`src/rtl/regfile_pkg.sv`:
```
// Shared types for the regfile_bus register block: bus FSM state encodings.
package regfile_pkg;

    localparam logic [1:0] ENC_IDLE = 2'd0;
    localparam logic [1:0] ENC_ACK  = 2'd1;
    localparam logic [1:0] ENC_HOLD = 2'd2;

    typedef enum logic [1:0] {
        ST_IDLE = ENC_IDLE,
        ST_ACK  = ENC_ACK,
        ST_HOLD = ENC_HOLD
    } state_e;

endpackage

```
`src/rtl/regfile_reg.sv`:
```
// One read/write register with a reset value. With REGFILE_SHADOW_EN defined, writes
// land in a shadow stage that is copied to the live value when commit_i is high.
module regfile_reg
    import regfile_pkg::*;
#(
    parameter int                    DATA_WIDTH = 8,
    parameter logic [DATA_WIDTH-1:0] RESET_VAL  = '0
) (
    input  logic                  clock_i,
    input  logic                  reset_i,
    input  logic                  we_i,
    input  logic [DATA_WIDTH-1:0] wdata_i,
`ifdef REGFILE_SHADOW_EN
    input  logic                  commit_i,
`endif
    output logic [DATA_WIDTH-1:0] live_o,
    output logic [DATA_WIDTH-1:0] rdback_o
);

    logic [DATA_WIDTH-1:0] live_q, live_d;

`ifdef REGFILE_SHADOW_EN
    logic [DATA_WIDTH-1:0] shadow_q, shadow_d;

    // Commit copies the shadow as it was before any write landing on the same edge.
    always_comb begin
        shadow_d = we_i ? wdata_i : shadow_q;
        live_d   = commit_i ? shadow_q : live_q;
    end

    always_ff @(posedge clock_i) begin
        if (reset_i) begin
            shadow_q <= RESET_VAL;
            live_q   <= RESET_VAL;
        end else begin
            shadow_q <= shadow_d;
            live_q   <= live_d;
        end
    end

    assign rdback_o = shadow_q;
`else
    always_comb begin
        live_d = we_i ? wdata_i : live_q;
    end

    always_ff @(posedge clock_i) begin
        if (reset_i) begin
            live_q <= RESET_VAL;
        end else begin
            live_q <= live_d;
        end
    end

    assign rdback_o = live_q;
`endif

    assign live_o = live_q;

endmodule

```
`src/rtl/regfile_bus.sv`:
```
// Bus-accessible register file with read-only status registers and one-cycle acknowledge.
// Optional macro REGFILE_SHADOW_EN adds shadow registers and the commit_i port.
module regfile_bus
    import regfile_pkg::*;
#(
    parameter int                              REG_NUM    = 16,
    parameter int                              ADDR_BITS  = 4,
    parameter int                              DATA_WIDTH = 8,
    parameter logic [REG_NUM-1:0]              RO_MASK    = '0,
    parameter logic [REG_NUM*DATA_WIDTH-1:0]   RESET_VALS = '0
) (
    input  logic                          clock_i,
    input  logic                          reset_i,
    input  logic                          req_i,
    input  logic                          write_i,
    input  logic [ADDR_BITS-1:0]          addr_i,
    input  logic [DATA_WIDTH-1:0]         data_i,
`ifdef REGFILE_SHADOW_EN
    input  logic                          commit_i,
`endif
    input  logic [REG_NUM*DATA_WIDTH-1:0] regs_i,
    output logic                          ack_o,
    output logic                          err_o,
    output logic [DATA_WIDTH-1:0]         data_o,
    output logic [REG_NUM*DATA_WIDTH-1:0] regs_o,
    output logic [REG_NUM-1:0]            wr_pulse_o,
    output state_e                        state_o
);

    localparam int DW = DATA_WIDTH;

    // Handshake: the master holds req_i until it sees ack_o; a request is accepted only
    // in IDLE, ack_o is high for exactly the following cycle, and the FSM waits in HOLD
    // until req_i drops so a held request is never accepted twice.
    state_e                state_q, state_d;
    logic                  accept, ack_live;
    logic                  in_range, sel_ro;
    logic [DW-1:0]         sel_rdata;
    logic [DW-1:0]         reg_rd [REG_NUM];
    logic                  wr_ok_q, wr_ok_d, err_q, err_d;
    logic [ADDR_BITS-1:0]  waddr_q, waddr_d;
    logic [DW-1:0]         wdata_q, wdata_d, data_q, data_d;
    logic                  unused_regs;

    always_comb begin
        in_range  = 1'b0;
        sel_ro    = 1'b0;
        sel_rdata = '0;
        for (int n = 0; n < REG_NUM; n++) begin
            if (addr_i == ADDR_BITS'(n)) begin
                in_range  = 1'b1;
                sel_ro    = RO_MASK[n];
                sel_rdata = RO_MASK[n] ? regs_i[n*DW +: DW] : reg_rd[n];
            end
        end
    end

    always_comb begin
        state_d = state_q;
        case (state_q)
            ST_IDLE: if (req_i) state_d = ST_ACK;
            ST_ACK:  state_d = req_i ? ST_HOLD : ST_IDLE;
            ST_HOLD: if (!req_i) state_d = ST_IDLE;
            default: state_d = ST_IDLE;
        endcase
    end

    assign accept = (state_q == ST_IDLE) && req_i;

    // The write is held pending through the ACK cycle so a reset there can still drop it.
    always_comb begin
        wr_ok_d = wr_ok_q;
        err_d   = err_q;
        waddr_d = waddr_q;
        wdata_d = wdata_q;
        data_d  = data_q;
        if (accept) begin
            wr_ok_d = write_i && in_range && !sel_ro;
            err_d   = write_i ? !(in_range && !sel_ro) : !in_range;
            waddr_d = addr_i;
            wdata_d = data_i;
            if (!write_i) data_d = sel_rdata;
        end
    end

    always_ff @(posedge clock_i) begin
        if (reset_i) begin
            state_q <= ST_IDLE;
            wr_ok_q <= 1'b0;
            err_q   <= 1'b0;
            waddr_q <= '0;
            wdata_q <= '0;
            data_q  <= '0;
        end else begin
            state_q <= state_d;
            wr_ok_q <= wr_ok_d;
            err_q   <= err_d;
            waddr_q <= waddr_d;
            wdata_q <= wdata_d;
            data_q  <= data_d;
        end
    end

    assign ack_live    = (state_q == ST_ACK) && !reset_i;
    assign ack_o       = ack_live;
    assign err_o       = ack_live && err_q;
    assign data_o      = data_q;
    assign state_o     = state_q;
    assign unused_regs = ^regs_i;

    for (genvar n = 0; n < REG_NUM; n++) begin : g_reg
        assign wr_pulse_o[n] = ack_live && wr_ok_q && (waddr_q == ADDR_BITS'(n));
        if (RO_MASK[n]) begin : g_ro
            assign reg_rd[n]           = '0;
            assign regs_o[n*DW +: DW]  = regs_i[n*DW +: DW];
        end else begin : g_rw
            logic [DW-1:0] live;
            regfile_reg #(
                .DATA_WIDTH (DW),
                .RESET_VAL  (RESET_VALS[n*DW +: DW])
            ) u_reg (
                .clock_i  (clock_i),
                .reset_i  (reset_i),
                .we_i     (wr_pulse_o[n]),
                .wdata_i  (wdata_q),
`ifdef REGFILE_SHADOW_EN
                .commit_i (commit_i),
`endif
                .live_o   (live),
                .rdback_o (reg_rd[n])
            );
`ifdef REGFILE_SHADOW_EN
            assign regs_o[n*DW +: DW] = live;
`else
            assign regs_o[n*DW +: DW] = wr_pulse_o[n] ? wdata_q : live;
`endif
        end
    end

endmodule

```
`config.mk`:
```
export PLATFORM = sky130hd
export DESIGN_NAME = regfile_bus
export DESIGN_NICKNAME = d
export VERILOG_FILES = /design/src/rtl/regfile_pkg.sv /design/src/rtl/regfile_reg.sv /design/src/rtl/regfile_bus.sv
export SDC_FILE = /design/constraint.sdc
export NUM_CORES = 1
export LEC_CHECK = 0
export BUFFER_PORTS_ARGS = -buffer_cell sky130_fd_sc_hd__buf_2
export CELL_PAD_IN_SITES_DETAIL_PLACEMENT = 2
export CELL_PAD_IN_SITES_GLOBAL_PLACEMENT = 2
export CORE_MARGIN = 1.5
export CORE_UTILIZATION = 26
export DETAILED_ROUTE_END_ITERATION = 7
export GPL_TIMING_DRIVEN = 0
export HOLD_SLACK_MARGIN = 0.08
export PLACE_DENSITY = 0.76
export RECOVER_POWER = 50
export REMOVE_ABC_BUFFERS = 1
export SKIP_CTS_REPAIR_TIMING = 1
export SYNTH_ARGS = -nofsm -noshare
export SYNTH_HDL_FRONTEND = slang
export SYNTH_SLANG_ARGS = --single-unit
```
`constraint.sdc`:
```
create_clock -name clock_i -period 1.8 [get_ports clock_i]
set_input_delay 0.18 -clock clock_i [delete_from_list [all_inputs] [get_ports clock_i]]
set_output_delay 0.18 -clock clock_i [all_outputs]
set_load 0.01 [all_outputs]
```
# Word level (Yosys, flattened, before mapping)
# Cells that the tools add are included.
# W data, S select, Z words.
# classes
eq_ne,34
mux,52
bitwise_logic,1
n_reduce_logical,28
# ops
operator,count
$mux W8,32
$eq A4 B4 Y1 const B,16
$eq A4 B3 Y1 const B,8
$logic_and A1 B1 Y1,21
$eq A4 B2 Y1 const B,4
$mux W1,16
$eq A4 B1 Y1 const B,2
$logic_not A4 Y1,2
$mux W2,3
$pmux W2 S3,1
$ne A2 B2 Y1 const B,2
$reduce_and A2 Y1,2
$eq A2 B1 Y1 const B,1
$eq A2 B2 Y1 const B,1
$logic_not A1 Y1,2
$logic_not A2 Y1,1
$not A1 Y1,1
# word_totals
reg_bits,152
in_bits,144
out_inout_bits,156
word_cells,137

# Longest topological paths before layout
# depth
depth_word,18
depth_mapped,9
ltp_nobuf,5

# By module
# Synthesis repeated with hierarchy kept, for this count alone.
# hier_totals
hier_cells,1021
hier_area_um2,9455.3
# modules_own_cells
mod,instances,cells_each,area_per_inst_um2,seq_area_each_um2
regfile_reg,16,34,345.3,160.2
regfile_bus,1,477,3930.0,480.5

# Least setup slack after synthesis
# Ideal clock, no wire load.
# synth_path
path_type,register to register
start,register state_q[0] (netlist: state_o[0])
end,register g_reg[12].g_rw.u_reg.live_q[0]
setup_ns,0.128
arrival_ns,1.883
required_ns,1.672
path_slack_ns,-0.211
path_stages_with_launch,7
path_buffers,1
synth_period_minus_slack_ns,2.011
path_cell_list,dfxtp_1 -> nor3b_4 -> nand4_2 -> or3_1 -> buf_6 -> mux2_4 -> nor2b_1
# synth_via
elab_chain_len,5
# synth_lines
item,line_no,text
from (decl),regfile_bus.sv:35,"state_e state_q, state_d;"
from (signal assigned),regfile_bus.sv:95,state_q <= state_d;
$eq A2 B1 Y1,regfile_bus.sv:104,assign ack_live = (state_q == ST_ACK) && !reset_i;
$logic_and A1 B1 Y1,regfile_bus.sv:104,
named net ack_o,regfile_bus.sv:22,"output logic ack_o,"
$logic_and A1 B1 Y1 (2 in a row),regfile_bus.sv:112,assign wr_pulse_o[n] = ack_live && wr_ok_q && (waddr_q == ADDR_BITS'(n));
$mux W8,n/a,
named net regs_o[96],regfile_bus.sv:25,"output logic [REG_NUM*DATA_WIDTH-1:0] regs_o,"
to (signal assigned),regfile_reg.sv:51,live_q <= live_d;
to (decl),regfile_reg.sv:20,"logic [DATA_WIDTH-1:0] live_q, live_d;"
# The timed path passes the listed nets, and every way through them passes these cells.
# A chain may end at the register's enable or synchronous reset.

# Worst setup path in the final report
# layout_path
start,register state_q[1] (netlist: state_o[1])
end,output regs_o[101]
# layout_via
elab_chain_len,5
# layout_lines
item,line_no,text
$eq A2 B1 Y1,regfile_bus.sv:104,
$logic_and A1 B1 Y1,regfile_bus.sv:104,
$logic_and A1 B1 Y1 (2 in a row),regfile_bus.sv:112,
$mux W8,regfile_bus.sv:135,assign regs_o[n*DW +: DW] = wr_pulse_o[n] ? wdata_q : live;
to (decl),regfile_bus.sv:25,
# No other way between the ends.

==> impl_metrics.ini <==
[outcome]
status = complete, but fails checks
failed_checks = negative setup slack

[synth]
synth_top_cell_by_area = dfxtp_1
synth_compound_area_share_pct = 9.39
synth_top_family_by_area = multiplexers
ys.flop_type = dfxtp_1
synth-seq-cells = 152
yosys.area_share.simple_pct = 19.9
seq_area_frac_synth_pct = 40.2
post-synth-top-count-cell = dfxtp_1
netlist.area_leader.share_pct = 40.2
synth-xor-area-share_pct = 0.116
ys_warn_count = 0
yosysUniqueCellTypes = 56
synth_area_leaders = dfxtp_1 (40%), mux2_2 (19%), nor2b_1 (12%)
async_flop_share_pct = 0
synth_area_um2 = 7560
synth_common_cells = dfxtp_1 (152), nor2b_1 (141), mux2_2 (128), nand2_1 (45), clkbuf_1 (38)
syn_area_per_cell_um2 = 9.81
yosys.area_share.adder_pct = 0
muxShareOfSynthArea_pct = 24.7
synth_cells = 771
synth-edff-count = 0

[cts]
path_clk_slew_ns = 0.06
cts_tree = yes
clkSinkCount = 152
cts_max_path_buffers = 2
clkLatencyLatePin_ns = 0.43
numCtsBuffers = 17
root_buffer = clkbuf_16
cts_max_level = 4

[drt]
vias = 6533
drt_wl_total_um = 32500
antenna_left = 0
vias_per_cell = 4.89
dr.pass1.iters = 4
post_drt_wl_per_cell_um = 24.3
drt-initial-drc-count = 235
route.detailed.drc = 0

[timing]
timing.hold.ws_ns = 0.140
max_freq_mhz = 421
fin_ws_ns = -0.576
rsz0062_at_grt = true
hold_viol_final = 0
slew_headroom_pct = 38.3
fin_crit_sh_pct = 132
min_period_ns = 2.38
finClkSkew_ns = 0.0134
slew_violations = 0
setup_viol = 229
tightestPinTransition_ns = 0.925

[layout]
syn_to_final_growth_pct = 42.5
diodes = 0
final_cells = 1336
fillers = 3028
final-seq-area_um2 = 3060
nNetsFinal = 1085
multi_input_area_um2 = 4670
drive_gt1_share_pct = 47.4
final_core_util_pct = 37.6

[grt]
grt_pass1_wl_um = 41700
antenna_found_initial = 1
grt_pass1_vias = 6579
grt_overflow_total = 0
track_usage_pct = 18.3
grt_max_degree = 91

[setup_path]
reg2reg_depth = 8
path_max_fanout = 4
slowest_stage = or3_4
r2r_end = g_reg[15].g_rw.u_reg.live_o[5]
crit_type = reg -> out
startpoint = state_o[1]
crit_arrival_ns = 2.20
r2r-start = state_o[1]
r2r_setup_slack_ns = -0.10
endpoint_kind = primary output
cp.required_ns = 1.62
crit_chain = nor3b_4 -> nand4_4 -> buf_12 -> or3_4 -> mux2_4 -> buf_6
slowest_delay_ns = 0.39
cp-start-kind = register
cp-endpoint = regs_o[101]

[floorplanning]
die_w_um = 174
start_util_pct = 26.4
fp.coreArea_um2 = 28700
io_pins = 300
fp.dieArea_um2 = 30100
chipHeight_um = 174
num_rows = 62

[pwr]
p_int_mw = 5.77
power_density_nw_per_um2 = 719
vdd_drop_max_mv = 0.576
seq_power_share_pct = 45.1
clkPwrFrac_pct = 47.4
swShare_pct = 25.6
combPwrFrac_pct = 7.5
leakage_nw = 4.64
p_switching_mw = 1.98

[place]
placedCellCount = 1257
placement.io_buffers = 171
gpl.final_weighted_congestion = 0.714
dp_hpwl_um = 19300

[flow_run]
drv_cap = 0

[worst_hold_path]
min_path_type = in -> reg
-- kinds of logic after synthesis --
group	after synthesis
buffers and inverters	89
multiplexers	162
AO/OA/AOI/OAI	111
AND/OR/NAND/NOR	256
XOR/XNOR	1
flip-flops	152
-- power by group through the flow --
stage | sequential, mW | combinational (mW) | clock [mW]
5_1_grt | 3.50 | 0.622 | 3.89
6_report | 3.50 | 0.583 | 3.67
3_5_place_dp | 3.56 | 0.452 | 0
4_1_cts | 3.49 | 0.454 | 3.76
2_1_floorplan | 3.52 | 0.180 | 0
3_3_place_gp | 3.56 | 0.433 | 0
-- sequential cells by signal, indices dropped and copies added, names as in the netlist --
| register | count |
|---|---|
| data_o | 8 |
| err_q | 1 |
| wdata_q | 8 |
| waddr_q | 4 |
| g.g_rw.u_reg.live_o | 128 |
| wr_ok_q | 1 |
| state_o | 2 |
-- metal layers --
| layer | track usage [%] | share of wire [%] | routed length (µm) |
|---|---|---|---|
| met1 | 23.7 | 45 | 14500 |
| met3 | 2.54 | 2.9 | 935 |
| met2 | 32.1 | 51 | 16400 |
| met4 | 4.31 | 2.0 | 643 |
| met5 | 0 | 0 | 0 |
-- metrics by stage --
step                      cell area, µm²  power [mW]  TNS (ns)  worst slack, ns
after global placement              8540        3.99   -626.00            -2.49
after floorplan                     7210        3.70    -17.73           -0.292
after global routing               10800        8.02    -90.06           -0.639
after detailed placement            8610        4.01   -230.77            -1.45
final                              10800        7.75    -73.07           -0.576
after CTS                           9200        7.70   -220.31            -1.20
-- how the worst min path moves through the flow --
stage,startpoint,endpoint,cells past startpoint
after floorplan,reset_i,waddr_q[0],1
after global placement,data_i[6],wdata_q[6],3
after detailed placement,data_i[2],wdata_q[2],3
after CTS,data_i[2],wdata_q[2],3
after global routing,reset_i,g_reg[6].g_rw.u_reg.live_o[6],2
final,reset_i,g_reg[7].g_rw.u_reg.live_o[6],2
-- worst max-delay path, delay by kind of cell (launching register included) --
family / cells / cell delay [ns]
AND/OR/NAND/NOR: 3 / 0.76
flip-flops: 1 / 0.38
buffers and inverters: 2 / 0.30
multiplexers: 1 / 0.33
-- cell usage in the layout, fill, tap and decap left out, types with 4 or more instances in the layout --
| master | count |
|---|---|
| nor2b_2 | 4 |
| buf_6 | 73 |
| mux4_2 | 4 |
| buf_2 | 105 |
| inv_1 | 14 |
| mux2_2 | 78 |
| nor2b_1 | 117 |
| o21ai_0 | 31 |
| nor2b_4 | 20 |
| nand2b_1 | 7 |
| nor2_1 | 13 |
| nand2_1 | 39 |
| buf_12 | 9 |
| o22ai_1 | 6 |
| dlygate4sd3_1 | 9 |
| o211ai_1 | 7 |
| nor2_4 | 7 |
| nand2_4 | 4 |
| clkbuf_16 | 22 |
| a21oi_1 | 28 |
| clkbuf_8 | 4 |
| mux2i_1 | 22 |
| nand3_1 | 5 |
| mux2_4 | 58 |
| buf_4 | 18 |
| o221ai_1 | 4 |
| dfxtp_1 | 146 |
| o21a_1 | 10 |
| and2_1 | 4 |
-- final cells by class --
class	count	area share, %
Sequential cell	152	28.4
Multi-Input combinational cell	531	43.4
Clock buffer	23	4.53
Timing Repair Buffer	222	17.8
Tap cell	384	4.46
Clock inverter	7	0.871
Inverter	17	0.592
Power figures use the tool's default switching activity.
